**src/rtl/quick_rs232.sv**
```systemverilog
// quick_rs232: full-duplex RS-232 UART with RX FIFO and optional RTS/CTS.
// Fixed frame format, baud rate and FIFO depth set by parameters.
module quick_rs232 #(
    parameter int CLK_FREQ                = 50000000,
    parameter int DEFAULT_BYTE_LEN        = 8,
    parameter int DEFAULT_PARITY          = 1,
    parameter int DEFAULT_STOP_BITS       = 0,
    parameter int DEFAULT_BAUD_RATE       = 115200,
    parameter int DEFAULT_RECV_BUFFER_LEN = 16,
    parameter int DEFAULT_FLOW_CONTROL    = 0
) (
    input  logic       clk,
    input  logic       rst,
    input  logic       rx,
    output logic       tx,
    input  logic       rts,
    output logic       cts,
    input  logic       rx_read,
    output logic       rx_err,
    output logic [7:0] rx_data,
    output logic       rx_byte_received,
    input  logic       tx_transaction,
    input  logic [7:0] tx_data,
    input  logic       tx_data_ready,
    output logic       tx_data_copied,
    output logic       tx_busy
);
    localparam int BIT_CLKS = CLK_FREQ / DEFAULT_BAUD_RATE;
    localparam int CW       = $clog2(BIT_CLKS + 1);
    localparam int BL       = DEFAULT_BYTE_LEN;
    localparam int DEPTH    = DEFAULT_RECV_BUFFER_LEN;
    localparam int AW       = $clog2(DEPTH);
    localparam bit PAR_EN   = (DEFAULT_PARITY != 0);
    localparam bit PAR_ODD  = (DEFAULT_PARITY == 2);

    localparam logic [CW-1:0] LP_LAST    = CW'(BIT_CLKS - 1);
    localparam logic [CW-1:0] LP_HALF    = CW'(BIT_CLKS / 2 - 1);
    localparam logic [2:0]    LP_IDX_END = 3'(BL - 1);
    localparam logic [AW:0]   LP_DEPTH   = (AW+1)'(DEPTH);
    localparam logic [AW:0]   LP_CTS_MAX = (AW+1)'(DEPTH - 2);

    typedef enum logic [2:0] {
        RX_IDLE, RX_START, RX_DATA, RX_PAR, RX_STOP
    } rx_state_t;

    typedef enum logic [2:0] {
        TX_IDLE, TX_START, TX_DATA, TX_PAR, TX_STOP
    } tx_state_t;

    // ---------------- receive path ----------------
    logic          r_rx_s1, r_rx_s2, r_rx_s3;
    rx_state_t     r_rx_state;
    logic [CW-1:0] r_rx_cnt;
    logic [2:0]    r_rx_idx;
    logic [BL-1:0] r_rx_shift;
    logic          r_rx_par;
    logic          r_rx_err;
    logic          r_rx_rcv;
    logic [7:0]    r_rx_data;
    logic [BL-1:0] r_mem [DEPTH];
    logic [AW-1:0] r_wr_ptr, r_rd_ptr;
    logic [AW:0]   r_count;
    logic          r_cts;

    logic w_rx, w_fall, w_pop, w_full, w_stop_smp, w_par_ok, w_good, w_push;

    assign w_rx       = r_rx_s2;
    assign w_fall     = r_rx_s3 & ~r_rx_s2;
    assign w_pop      = rx_read & (r_count != '0);
    assign w_full     = (r_count == LP_DEPTH);
    assign w_stop_smp = (r_rx_state == RX_STOP) && (r_rx_cnt == LP_LAST);
    assign w_par_ok   = !PAR_EN || (r_rx_par == ((^r_rx_shift) ^ PAR_ODD));
    assign w_good     = w_stop_smp & w_rx & w_par_ok;
    // A simultaneous pop frees the slot, so a full FIFO still accepts
    assign w_push     = w_good & (~w_full | w_pop);

    always_ff @(posedge clk) begin
        if (rst) begin
            r_rx_s1    <= 1'b1;
            r_rx_s2    <= 1'b1;
            r_rx_s3    <= 1'b1;
            r_rx_state <= RX_IDLE;
            r_rx_cnt   <= '0;
            r_rx_idx   <= '0;
            r_rx_shift <= '0;
            r_rx_par   <= 1'b0;
            r_rx_err   <= 1'b0;
            r_rx_rcv   <= 1'b0;
            r_rx_data  <= '0;
            r_wr_ptr   <= '0;
            r_rd_ptr   <= '0;
            r_count    <= '0;
            r_cts      <= 1'b0;
        end else begin
            r_rx_s1  <= rx;
            r_rx_s2  <= r_rx_s1;
            r_rx_s3  <= r_rx_s2;
            r_rx_err <= w_stop_smp & ~w_push;
            r_rx_rcv <= w_push;
            unique case (r_rx_state)
                RX_IDLE: begin
                    r_rx_cnt <= '0;
                    if (w_fall) r_rx_state <= RX_START;
                end
                RX_START: begin
                    if (r_rx_cnt == LP_HALF) begin
                        r_rx_cnt   <= '0;
                        r_rx_idx   <= '0;
                        r_rx_state <= w_rx ? RX_IDLE : RX_DATA;
                    end else begin
                        r_rx_cnt <= r_rx_cnt + 1'b1;
                    end
                end
                RX_DATA: begin
                    if (r_rx_cnt == LP_LAST) begin
                        r_rx_cnt   <= '0;
                        r_rx_shift <= {w_rx, r_rx_shift[BL-1:1]};
                        r_rx_idx   <= r_rx_idx + 1'b1;
                        if (r_rx_idx == LP_IDX_END)
                            r_rx_state <= PAR_EN ? RX_PAR : RX_STOP;
                    end else begin
                        r_rx_cnt <= r_rx_cnt + 1'b1;
                    end
                end
                RX_PAR: begin
                    if (r_rx_cnt == LP_LAST) begin
                        r_rx_cnt   <= '0;
                        r_rx_par   <= w_rx;
                        r_rx_state <= RX_STOP;
                    end else begin
                        r_rx_cnt <= r_rx_cnt + 1'b1;
                    end
                end
                RX_STOP: begin
                    if (r_rx_cnt == LP_LAST) begin
                        r_rx_cnt   <= '0;
                        r_rx_state <= RX_IDLE;
                    end else begin
                        r_rx_cnt <= r_rx_cnt + 1'b1;
                    end
                end
                default: r_rx_state <= RX_IDLE;
            endcase
            if (w_push) r_wr_ptr <= r_wr_ptr + 1'b1;
            if (w_pop) begin
                r_rd_ptr  <= r_rd_ptr + 1'b1;
                r_rx_data <= 8'(r_mem[r_rd_ptr]);
            end
            r_count <= r_count + (AW+1)'(w_push) - (AW+1)'(w_pop);
            if (DEFAULT_FLOW_CONTROL == 0) r_cts <= 1'b1;
            else r_cts <= rts && (r_count <= LP_CTS_MAX);
        end
    end

    always_ff @(posedge clk) begin
        if (w_push) r_mem[r_wr_ptr] <= r_rx_shift;
    end

    // ---------------- transmit path ----------------
    tx_state_t     r_tx_state;
    logic [CW-1:0] r_tx_cnt;
    logic [2:0]    r_tx_idx;
    logic [BL-1:0] r_tx_shift;
    logic          r_tx_par;
    logic          r_tx_stop;
    logic          r_tx;
    logic          r_tx_copied;
    logic          r_tx_busy;
    logic          w_launch;

    assign w_launch = tx_transaction & tx_data_ready
                    & ((DEFAULT_FLOW_CONTROL == 0) | rts);

    always_ff @(posedge clk) begin
        if (rst) begin
            r_tx_state  <= TX_IDLE;
            r_tx_cnt    <= '0;
            r_tx_idx    <= '0;
            r_tx_shift  <= '0;
            r_tx_par    <= 1'b0;
            r_tx_stop   <= 1'b0;
            r_tx        <= 1'b1;
            r_tx_copied <= 1'b0;
            r_tx_busy   <= 1'b0;
        end else begin
            r_tx_copied <= 1'b0;
            if (r_tx_state != TX_IDLE) begin
                r_tx_cnt <= (r_tx_cnt == LP_LAST) ? '0 : r_tx_cnt + 1'b1;
            end
            unique case (r_tx_state)
                TX_IDLE: begin
                    r_tx     <= 1'b1;
                    r_tx_cnt <= '0;
                    if (w_launch) begin
                        r_tx_shift  <= tx_data[BL-1:0];
                        r_tx_par    <= (^tx_data[BL-1:0]) ^ PAR_ODD;
                        r_tx_copied <= 1'b1;
                        r_tx_busy   <= 1'b1;
                        r_tx        <= 1'b0;
                        r_tx_state  <= TX_START;
                    end
                end
                TX_START: begin
                    if (r_tx_cnt == LP_LAST) begin
                        r_tx       <= r_tx_shift[0];
                        r_tx_shift <= r_tx_shift >> 1;
                        r_tx_idx   <= '0;
                        r_tx_state <= TX_DATA;
                    end
                end
                TX_DATA: begin
                    if (r_tx_cnt == LP_LAST) begin
                        if (r_tx_idx == LP_IDX_END) begin
                            r_tx_stop  <= 1'b0;
                            r_tx       <= PAR_EN ? r_tx_par : 1'b1;
                            r_tx_state <= PAR_EN ? TX_PAR : TX_STOP;
                        end else begin
                            r_tx       <= r_tx_shift[0];
                            r_tx_shift <= r_tx_shift >> 1;
                            r_tx_idx   <= r_tx_idx + 1'b1;
                        end
                    end
                end
                TX_PAR: begin
                    if (r_tx_cnt == LP_LAST) begin
                        r_tx       <= 1'b1;
                        r_tx_state <= TX_STOP;
                    end
                end
                TX_STOP: begin
                    if (r_tx_cnt == LP_LAST) begin
                        if ((DEFAULT_STOP_BITS != 0) && !r_tx_stop) begin
                            r_tx_stop <= 1'b1;
                        end else begin
                            r_tx_busy  <= 1'b0;
                            r_tx_state <= TX_IDLE;
                        end
                    end
                end
                default: r_tx_state <= TX_IDLE;
            endcase
        end
    end

    assign tx               = r_tx;
    assign cts              = r_cts;
    assign rx_err           = r_rx_err;
    assign rx_data          = r_rx_data;
    assign rx_byte_received = r_rx_rcv;
    assign tx_data_copied   = r_tx_copied;
    assign tx_busy          = r_tx_busy;
endmodule

```
**config.mk**
```make
export PLATFORM = sky130hd
export DESIGN_NAME = quick_rs232
export DESIGN_NICKNAME = d
export VERILOG_FILES = /design/src/rtl/quick_rs232.sv
export SDC_FILE = /design/constraint.sdc
export NUM_CORES = 1
export LEC_CHECK = 0
export BUFFER_PORTS_ARGS = -buffer_cell sky130_fd_sc_hd__buf_2
export CAP_MARGIN = 5
export CORE_MARGIN = 2
export CORE_UTILIZATION = 30
export DETAILED_ROUTE_END_ITERATION = 10
export PLACE_DENSITY = 0.52
export SLEW_MARGIN = 40
export SYNTH_ARGS = -nofsm -noshare
export SYNTH_HDL_FRONTEND = slang
export SYNTH_SLANG_ARGS = --single-unit
```
**constraint.sdc**
```tcl
create_clock -name clk -period 6.43 [get_ports clk]
set_input_delay 1.286 -clock clk [delete_from_list [all_inputs] [get_ports clk]]
set_output_delay 1.286 -clock clk [all_outputs]
set_load 0.05 [all_outputs]
```
# Word level (Yosys, flattened, before mapping)
# Memories as Yosys holds them, arrays and structs flattened. A register that Yosys moved wholly into a read port is not among the register bits.
# Index checks and enable logic that the tools add are counted.
# op_classes
n_bitwise	12
reduce_logical	26
n_eq_ne	28
n_mux	43
n_addsub	8
# ops
operator	n
$mux 3	16
$mux 8	4
$pmux 3 s5	2
$mux 9	3
$pmux 9 s3	1
$ne 2x2->1 const B	12
$pmux 8 s3	1
$add 9x1->9 const B	2
$eq 9x9->1 const B	2
$reduce_xor 8->1	2
$eq 3x2->1 const B	4
$eq 3x3->1 const B	4
$pmux 3 s2	2
$reduce_and 6->1	2
$mux 1	11
$eq 9x8->1 const B	1
$reduce_bool 3->1	3
$add 4x1->4 const B	2
$reduce_and 4->1	2
$and 1x1->1	7
$add 3x1->3 const B	2
$eq 3x1->1 const B	2
$logic_not 3->1	2
$reduce_and 2->1	3
18 further kinds	25
# word_totals
n_memories	1
wordCells	140
ram_bits	128
out_inout_bits	14
reg_bits	70
in_bits	15
# mem_list
memory	words	word_bits	rd	rd_clocked_by_memory_dff	write_ports	line	text
r_mem	16	8	1	1	1	60	logic [BL-1:0] r_mem [DEPTH];

# Longest topological paths before layout
# Gate-level depths: netlist of run 1.
# depth
ltp_word	7
depth_mapped	13

# Least setup slack after synthesis of run 1
# No wires, ideal clock.
# synth_path
path_type	input to register
startpoint	input port rx_read
endpoint	register r_count[4]
setup_ps	72
t_required_ps	6358
path_slack_ps	3071
arrival_ps	3287
cell_stages	10
n_path_buf	0
cell_sequence	or3b_1 > nor2b_1 > nand2_1 > o21ai_0 > ha_1 > fa_1 > a21oi_1 > nor2_1 > or3_1 > a21oi_1
# synth_between
elab_chain_cells	5
# synth_rtl
element	line	text
start, declared	18	input logic rx_read,
$and 1x1->1 *	69	assign w_pop = rx_read & (r_count != '0);
$or 1x1->1	75	assign w_push = w_good & (~w_full | w_pop);
$and 1x1->1	75	
$add 5x1->5	149	r_count <= r_count + (AW+1)'(w_push) - (AW+1)'(w_pop);
$sub 5x1->5 *	149	
end signal, assigned	149	
end, declared	62	logic [AW:0] r_count;
# Mark *: on every way between the ends. The rest lies on a longest branch, timed or not.
# A chain may end at the register's enable or synchronous reset.

# Worst setup path in the final report of run 1
# layout_path
startpoint	register r_rx_shift[1]
endpoint	register r_count[4]
# layout_between
elab_chain_cells	6
# layout_rtl
element	line	text
start, declared	55	logic [BL-1:0] r_rx_shift;
start signal, assigned	117	r_rx_shift <= {w_rx, r_rx_shift[BL-1:1]};
$reduce_xor 8->1	72	assign w_par_ok = !PAR_EN || (r_rx_par == ((^r_rx_shift) ^ PAR_ODD));
$eq 1x1->1	72	
$and 1x1->1	73	assign w_good = w_stop_smp & w_rx & w_par_ok;
$and 1x1->1	75	
$add 5x1->5	149	
$sub 5x1->5	149	
# Every way passes these cells.

==> results.toml, run 1 <==
[outcome]
status = "completed"

[critical_path]
r2r-end = "r_count[4]"
rrSetupSlack_ps = 2720
r2r_start = "r_rx_shift[1]"
critical_path_class = "flop to flop"
reg2reg_depth = 11
start_kind = "flop"
endpoint_kind = "flop"
worst-path-max-fanout = 19
crit_required_ps = 6880
cp_data_arrival_time_ps = 4160

[cts]
cts_setup_buffers = 0
cts.path.max_buffers = 3
ctsHoldBuffers = 0
cts_tree = "yes"
post_cts_resized = 0
cts_root_buf = "clkbuf_16"
clk_pin_slew_worst_paths_ps = 60
numCtsBuffers = 23
cts_sinks = 206
htreeDepth = 1
clkLatencyLatePin_ps = 520

[power_and_ir_drop]
intPower_mw = 2.42
leakage_nw = 3.31
switching_share = 0.259
p_seq_frac = 0.454
comb_power_share = 0.158
power_density_mw_per_mm2 = 329
irDropWorstVdd_uv = 161
switchingPower_mw = 0.846
power_frac_clock = 0.389

[global_route]
grt_use_total = 0.117
gr-total-overflow = 0
grt_pass1_wl_um = 27900
antenna_found_initial = 0
grt_start_max_net_pins = 42
grt_pass1_vias = 5079

[timing]
fmax_mhz = 270
hold_viol = 0
skew_ps = 7.41
finalCritPeriodShare = 0.577
slew_violations = 0
setup_violations = 0
period_minus_slack_ps = 3710
fin_hold_ws_ps = 414
tns_ps = 0
rsz0062_at_grt = "no"
tightest_slew_ps = 816
relSlewSlack = 0.454

[floorplan]
std_cell_rows = 62
die_w_um = 174
die_h_um = 174
pin_count = 29
initial_core_util = 0.303
die-area_mm2 = 0.0301
core_mm2 = 0.0285

[routing]
drt-initial-drc-count = 400
post-route-drc-count = 0
via_count = 5025
firstDrtPassIters = 4
wl_per_cell_um = 16.3
finalWirelength_um = 17300
ant_nets = 0
vias_per_cell = 4.72

[logic_synthesis]
synth_nets = 669
async_flop_share = 0
synthesis.yosys.warnings = 0
yosys.area.top_type = "edfxtp_1"
netlist_area_mm2 = 0.00862
synth_seq_cells = 206
ys.flop_type = "edfxtp_1"
ys_types = 59
synth-edff-count = 128
netlist_instances = 634
synthTopCellsByArea = "edfxtp_1, dfxtp_1, mux4_2, nor2_1, ha_1"
syn_area_per_cell_um2 = 13.6
seq_area_frac_synth = 0.627
synth_top_cell_area_share = 0.446

[hold_path]
min_to = "r_rx_s2"
min-delay-path-class = "flop to flop"
min_path_cells = 1
min_from = "r_rx_s1"

[layout]
drive_gt1_frac = 0.169
final_core_util = 0.348
final_nets = 699
multi_input_area_mm2 = 0.00305
seqCellArea_mm2 = 0.00541
n_antenna_cell = 0
syn2layout_area_growth_pct = 14.9
nFillCells = 2783
instances_no_fill = 1064
final_area_mm2 = 0.00991

[place]
placedCellCount = 1023
dpl_cell_area_mm2 = 0.00918
place_congestion = 0.722
io_buffers = 27
hpwlAfterDp_um = 11000

[job]
max_cap_viol_count = 0
kinds of logic (layout without fill, tap and decap cells):
logic type | after synthesis | count (layout) | share of synthesized area
flops | 206 | 206 | 0.627
simple gates | 180 | 180 | 0.106
compound gates | 103 | 103 | 0.0782
mux | 52 | 52 | 0.107
buf+inv | 44 | 90 | 0.0207
fa+ha+maj | 20 | 20 | 0.0299
xor+xnor | 29 | 29 | 0.0319
per-layer routing:
metal / up-vias / share of wire / routed length [um] / global-route usage
met4: 0 / 0.021 / 372 / 0.0282
met2: 84 / 0.48 / 8270 / 0.193
met3: 32 / 0.045 / 773 / 0.0211
met5: - / 0 / 0 / 0
met1: 2451 / 0.46 / 7890 / 0.159
li1: 2458 / - / - / -
sequential cells by signal, summed over array words and instances, names as in the netlist, 4 cells and up:
register,cells
r_wr_ptr,4
r_tx_cnt,9
r_rx_shift,8
r_rd_ptr,4
r_tx_shift,8
r_rx_cnt,9
r_count,5
rx_data,8
r_mem,128
cells in the mapped netlist (9+ instances only):
library cell and instances:
edfxtp_1 128, xnor2_1 17, nand4_1 9, inv_1 14, dfxtp_1 78, nand2_1 19, ha_1 19, clkbuf_1 20
nor2_1 76, a21oi_1 41, mux4_2 32, nand3_1 13, nor3_1 11, a22oi_1 18, xor2_1 10, mux2i_1 20
power groups by stage:
| stage | logic (mW) | clock network [mW] | registers [mW] |
|---|---|---|---|
| after detailed placement | 0.523 | 0 | 1.51 |
| after global placement | 0.519 | 0 | 1.51 |
| after CTS | 0.525 | 1.30 | 1.48 |
| after global routing | 0.566 | 1.36 | 1.49 |
| final | 0.515 | 1.27 | 1.48 |
| after floorplan | 0.390 | 0 | 1.52 |
placed cells by master, fill, tap and decap left out, types with 3 or more instances in the layout:
master and instances:
or3b_1 3, xor2_1 10, nor3_1 11, and2_1 5, clkbuf_16 23, a211oi_1 6
nor2_1 72, inv_1 14, buf_4 8, nand3_1 13, nor2_2 4, o21ai_0 7
nand2_1 19, mux4_2 32, nand2b_1 6, xnor2_1 17, nand4_1 9, and3_1 4
mux2i_1 20, and4_1 3, nor2b_1 7, a211oi_2 3, or3_1 3, ha_1 19
edfxtp_1 128, buf_2 27, or4b_1 3, a22oi_1 18, a31oi_1 3, dfxtp_1 77
a21oi_1 40, o21ai_1 6, clkinv_2 6, clkbuf_1 8, nand3b_1 3, nor4b_1 3
worst max-delay path, cell delays in order, from the launching register on:
cell	delay, ps
dfxtp_1	800
xor2_1	200
xnor3_1	470
xor2_1	240
o21ai_0	410
o21ai_0	180
ha_1	240
fa_1	410
a21oi_1	160
nor2_1	60
or3_1	330
a21oi_1	130
layout make-up:
| class | count | share of cell area |
|---|---|---|
| Multi-Input combinational cell | 384 | 0.308 |
| Timing Repair Buffer | 35 | 0.0197 |
| Inverter | 14 | 0.00530 |
| Tap cell | 384 | 0.0485 |
| Clock buffer | 31 | 0.0611 |
| Sequential cell | 206 | 0.545 |
| Clock inverter | 10 | 0.0120 |
metrics by stage:
step / setup slack, ps / total power [mW]
after global routing: 2430 / 3.42
final: 2720 / 3.26
after floorplan: 3070 / 1.91
after CTS: 2710 / 3.31
after detailed placement: 2740 / 2.03
after global placement: 2720 / 2.03
worst max-delay path by stage:
| stage | cells past startpoint | from | end | slack (ps) |
|---|---|---|---|---|
| after global placement | 11 | r_rx_shift[1] | r_count[4] | 2720 |
| final | 11 | r_rx_shift[1] | r_count[4] | 2720 |
| after detailed placement | 11 | r_rx_shift[1] | r_count[4] | 2740 |
| after global routing | 11 | r_rx_shift[1] | r_count[4] | 2430 |
| after floorplan | 10 | rx_read | r_count[4] | 3070 |
| after CTS | 11 | r_rx_shift[1] | r_count[4] | 2710 |
Note: power is estimated with default switching activity, not from simulation.
==> run 2: changes to the inputs <==
--- a/config.mk
+++ b/config.mk
@@ -10,7 +10,7 @@
 export CORE_MARGIN = 2
 export CORE_UTILIZATION = 30
 export DETAILED_ROUTE_END_ITERATION = 10
-export PLACE_DENSITY = 0.52
+export PLACE_DENSITY = 0.54
 export SLEW_MARGIN = 40
 export SYNTH_ARGS = -nofsm -noshare
 export SYNTH_HDL_FRONTEND = slang
==> constraint.sdc (replaced) <==
create_clock -name clk -period 3.2 [get_ports clk]
set_input_delay 0.64 -clock clk [delete_from_list [all_inputs] [get_ports clk]]
set_output_delay 0.64 -clock clk [all_outputs]
set_load 0.05 [all_outputs]
==> run 2 against run 1 <==
Against the previous run:
- utilization rose by 0.31 points
- register-to-register slack got worse by 2500 ps
- setup slack got worse by 2500 ps
- combinational power rose by 110%
- global-route usage decreased by 0.19 points
==> results.toml, run 2 (synthesized netlist as in run 1, its figures left out) <==
[critical_path]
critical_path_class = "flop to flop"
worst-path-max-fanout = 3
reg2reg_depth = 13
startpoint = "r_count[2]"
endpoint_kind = "flop"
r2r-end = "r_count[4]"
cp_data_arrival_time_ps = 3390
crit_required_ps = 3640
start_kind = "flop"
rrSetupSlack_ps = 250
r2r_start = "r_count[2]"

[cts]
clk_pin_slew_worst_paths_ps = 60
cts_tree = "yes"
cts_root_buf = "clkbuf_16"
htreeDepth = 1
ctsHoldBuffers = 0
cts_sinks = 206
clkLatencyLatePin_ps = 510
numCtsBuffers = 22
cts.path.max_buffers = 3

[timing]
tns_ps = 0
period_minus_slack_ps = 2950
hold_viol = 0
fmax_mhz = 339
skew_ps = 13.0
setup_violations = 0
rsz0062_at_grt = "no"
relSlewSlack = 0.465
slew_violations = 0
setup_slack_ps = 251
tightest_slew_ps = 799
finalCritPeriodShare = 0.922

[power_and_ir_drop]
power_density_mw_per_mm2 = 637
power_frac_clock = 0.364
switching_share = 0.259
intPower_mw = 4.72
comb_power_share = 0.171
irDropWorstVdd_uv = 315
leakage_nw = 3.37
switchingPower_mw = 1.65
p_seq_frac = 0.464

[layout]
final_nets = 717
largest_reg_flops = 128
final_common_cell = "edfxtp_1"
biggestRegsByFlops = "r_mem (128), r_rx_cnt (9), r_tx_cnt (9)"
nFillCells = 2790
drive_gt1_frac = 0.185
final_cell_mix = "edfxtp_1, dfxtp_1, nor2_1"
regMostFlops = "r_mem"
n_antenna_cell = 0
syn2layout_area_growth_pct = 16.0
final_core_util = 0.351

[routing]
wl_per_cell_um = 15.9
firstDrtPassIters = 4
highest_layer = "met4"
m1WireLength_um = 8350
wl_met2_um = 7930
vias_per_cell = 4.69
wl_met3_um = 686
ant_nets = 0
via_count = 5079
finalWirelength_um = 17200
drt-initial-drc-count = 377
post-route-drc-count = 0

[floorplan]
std_cell_rows = 62
die-area_mm2 = 0.0301
pin_count = 29
initial_core_util = 0.303
core_mm2 = 0.0285
die_w_um = 174
die_h_um = 174

[hold_path]
min_to = "r_rx_s1"
min-delay-path-class = "primary input to flop"
min_path_cells = 2
min_from = "rx"

[global_route]
antenna_found_initial = 0
grt_start_max_net_pins = 33
grt_pass1_vias = 5067
gr-total-overflow = 0
grt_use_total = 0.115
grt_pass1_wl_um = 27600

[place]
io_buffers = 27
hpwlAfterDp_um = 11000
place_congestion = 0.728
pre_cts_ws_ps = 98.2

[job]
max_cap_viol_count = 0

[outcome]
status = "completed"
run 2: final cells by class:
| cell class | count | area [um^2] | share of cell area |
|---|---|---|---|
| flip-flops and latches | 206 | 5410 | 0.541 |
| multi-input cells | 384 | 3050 | 0.305 |
| clock buffers | 34 | 619 | 0.0619 |
| well taps | 384 | 480 | 0.0480 |
| repair buffers | 54 | 350 | 0.0350 |
| inverters | 14 | 52.6 | 0.00526 |
| clock inverters | 6 | 36.3 | 0.00363 |
run 2: repair_timing:
| item | 4_1_cts | 5_1_grt |
|---|---|---|
| resized for setup | 0 | 3 |
| endpoints found under the setup margin | 0 | 1 |
| buffers inserted | 0 | 1 |
run 2: critical path: stages, from the launching register on:
cell and delay [ps]:
dfxtp_1 310, inv_1 80, ha_1 130, or3b_1 380
or3b_4 400, nor2b_1 160, nand2_1 80, o21ai_0 90
ha_2 200, fa_2 350, a21oi_1 160, nor2_1 60
or3_1 330, a21oi_1 140
run 2: through the flow:
step                      cells  cell area (um^2)  power (mW)  hold slack [ps]
after floorplan             634              8620        3.85              389
after global placement     1041              9320        4.11              393
after detailed placement   1041              9320        4.12              399
after CTS                  1081              9980        6.48              289
after global routing       1082             10000        6.69              306
final                      1082             10000        6.37              317
run 2: power groups by stage:
stage	combinational [mW]	sequential, mW	clock [mW]
after floorplan	0.784	3.06	0
after global placement	1.09	3.02	0
after detailed placement	1.10	3.02	0
after CTS	1.10	2.96	2.41
after global routing	1.20	2.98	2.51
final	1.09	2.96	2.32
run 2: worst max-delay path by stage:
stage | endpoint | slack [ps] | cells after the start
after floorplan | r_count[4] | 8 | 11
after global placement | r_count[4] | 140 | 13
after detailed placement | r_count[4] | 100 | 13
after CTS | r_count[4] | 80 | 13
after global routing | r_count[4] | 10 | 13
final | r_count[4] | 250 | 13
run 2: per-layer routing:
metal  track usage  up-vias
li1              -     2494
met1         0.158     2494
met2         0.187       64
met3        0.0237       27
met4        0.0261        0
met5             0        -
==> run 3: changes to the inputs <==
--- a/config.mk
+++ b/config.mk
@@ -6,8 +6,8 @@
 export NUM_CORES = 1
 export LEC_CHECK = 0
 export BUFFER_PORTS_ARGS = -buffer_cell sky130_fd_sc_hd__buf_2
-export CAP_MARGIN = 5
-export CORE_MARGIN = 2
+export CAP_MARGIN = 40
+export CORE_MARGIN = 1.5
 export CORE_UTILIZATION = 30
 export DETAILED_ROUTE_END_ITERATION = 10
 export PLACE_DENSITY = 0.54
==> run 3 against run 2 <==
Against the previous run:
- final area is 0.10% lower
- non-clock buffer count is 2 higher
- clock power is essentially flat
- sequential cell count stayed put
- clock skew increased by 5.0 ps
- largest power group unchanged
- count of clock-buffer cells in the layout fell by 3
- die area fell by 1.1%
- sequential power fell by 1%
- first-iteration DRC count shrank 8.5%
==> results.toml, run 3 (synthesized netlist as in run 1, its figures left out) <==
[floorplan]
die-area_mm2 = 0.0298
initial_core_util = 0.308
die_h_um = 173
die_w_um = 173
std_cell_rows = 61
core_mm2 = 0.0280
pin_count = 29

[layout]
n_antenna_cell = 0
syn2layout_area_growth_pct = 15.8
final_area_mm2 = 0.00999
largest_reg_flops = 128
regMostFlops = "r_mem"
instances_no_fill = 1078
final_cell_mix = "edfxtp_1, dfxtp_1, nor2_1"
drive_gt1_frac = 0.190
biggestRegsByFlops = "r_mem (128), r_rx_cnt (9), r_tx_cnt (9)"
final_nets = 719
final_common_cell = "edfxtp_1"
final_core_util = 0.357

[critical_path]
critPathMaxStageDelay_ps = 430
start_kind = "flop"
cp_data_arrival_time_ps = 3460
worst-path-max-fanout = 3
critical_path_class = "flop to flop"
cp_slowest_cell = "fa_1"
path_cells = "inv_1, ha_1, or3b_1, or3b_4, nor2b_1, nand2_1, o21ai_0, ha_1, fa_1, a21oi_2, nor2_1, or3_1, a21oi_1"
crit_required_ps = 3630
endpoint_kind = "flop"
crit_top_cell = "ha_1"

[power_and_ir_drop]
power_density_mw_per_mm2 = 636
comb_power_share = 0.177
leakage_nw = 3.38
power_frac_clock = 0.363
switching_share = 0.263
switchingPower_mw = 1.67
irDropWorstVdd_uv = 312
intPower_mw = 4.68
p_seq_frac = 0.459

[routing]
ant_nets = 0
firstDrtPassIters = 4
vias_per_cell = 4.74
finalWirelength_um = 17100
drt-initial-drc-count = 345
via_count = 5105
post-route-drc-count = 0
wl_per_cell_um = 15.9

[place]
placedCellCount = 1037
dpl_cell_area_mm2 = 0.00932
pre_cts_ws_ps = 121
place_congestion = 0.720
hpwlAfterDp_um = 10800
io_buffers = 27

[timing]
setup_slack_ps = 168
finalCritPeriodShare = 0.948
skew_ps = 18.0
slew_violations = 0
period_minus_slack_ps = 3030
tightest_slew_ps = 796
fin_hold_ws_ps = 335
setup_violations = 0
hold_viol = 0
fmax_mhz = 330
relSlewSlack = 0.467

[global_route]
grt_start_max_net_pins = 29
grt_pass1_vias = 5089
gr-total-overflow = 0
grt_pass1_wl_um = 27500
antenna_found_initial = 0
grt_use_total = 0.116

[cts]
clkLatencyLatePin_ps = 510
cts_sinks = 206
htreeDepth = 1
numCtsBuffers = 22
clk_pin_slew_worst_paths_ps = 60
cts.path.max_buffers = 3
cts_root_buf = "clkbuf_16"
cts_tree = "yes"

[job]
max_cap_viol_count = 0

[hold_path]
min-delay-path-class = "primary input to flop"

[outcome]
status = "completed"
run 3: cell count changes in the layout (fill, tap and decap cells not counted), sizes merged:
cell | previous run | this run
buf | 54 | 56
clkinv | 6 | 9
clkbuf | 34 | 31
run 3: cell type report:
class / count / area, um^2
clock buffers: 31 / 594
clock inverters: 9 / 57.6
fillers: 2724 / 18000
inverters: 14 / 52.6
multi-input cells: 384 / 3050
well taps: 378 / 473
flip-flops and latches: 206 / 5410
repair buffers: 56 / 353
run 3: path summary, 6_finish.rpt:
| check | depth (start not counted) | slack, ps | start | endpoint |
|---|---|---|---|---|
| worst max-delay path | 13 | 170 | r_count[3] | r_count[4] |
| worst min register to register | 1 | 410 | r_rx_s1 | r_rx_s2 |
| worst min-delay path | 2 | 340 | rx | r_rx_s1 |
| worst max register to register | 13 | 170 | r_count[3] | r_count[4] |
run 3: critical path, delay by kind of cell (launching register included):
kind / cells / cell delay, ps
AO/OA/AOI/OAI: 3 / 380
adder cells (fa/ha/maj): 3 / 780
buffers and inverters: 1 / 80
flip-flops: 1 / 320
AND/OR/NAND/NOR: 6 / 1410
run 3: power groups by stage:
stage | clock, mW | sequential [mW] | combinational (mW)
finish | 2.31 | 2.92 | 1.13
global route | 2.48 | 2.93 | 1.23
floorplan | 0 | 3.06 | 0.784
CTS | 2.37 | 2.92 | 1.13
global placement | 0 | 2.97 | 1.12
detailed placement | 0 | 2.98 | 1.12
run 3: metrics by stage:
stage               setup TNS, ps  power (mW)
detailed placement              0        4.10
floorplan                       0        3.85
global route                -11.7        6.64
CTS                             0        6.42
global placement                0        4.09
finish                          0        6.35
run 3: timing repair:
item                                   in CTS  in global routing
hold buffers                                0                  0
gates resized for setup                     0                  2
setup buffers                               0                  1
endpoints found under the hold margin       0                  0
setup endpoints to repair                   0                  1
run 3: layer usage:
layer  global-route usage  vias to the layer above  wire length (um)
li1                     -                     2508                 -
met2                0.185                       98              7870
met3               0.0213                       23               812
met5                    0                        -                 0
met1                0.161                     2476              8120
met4               0.0285                        0               341
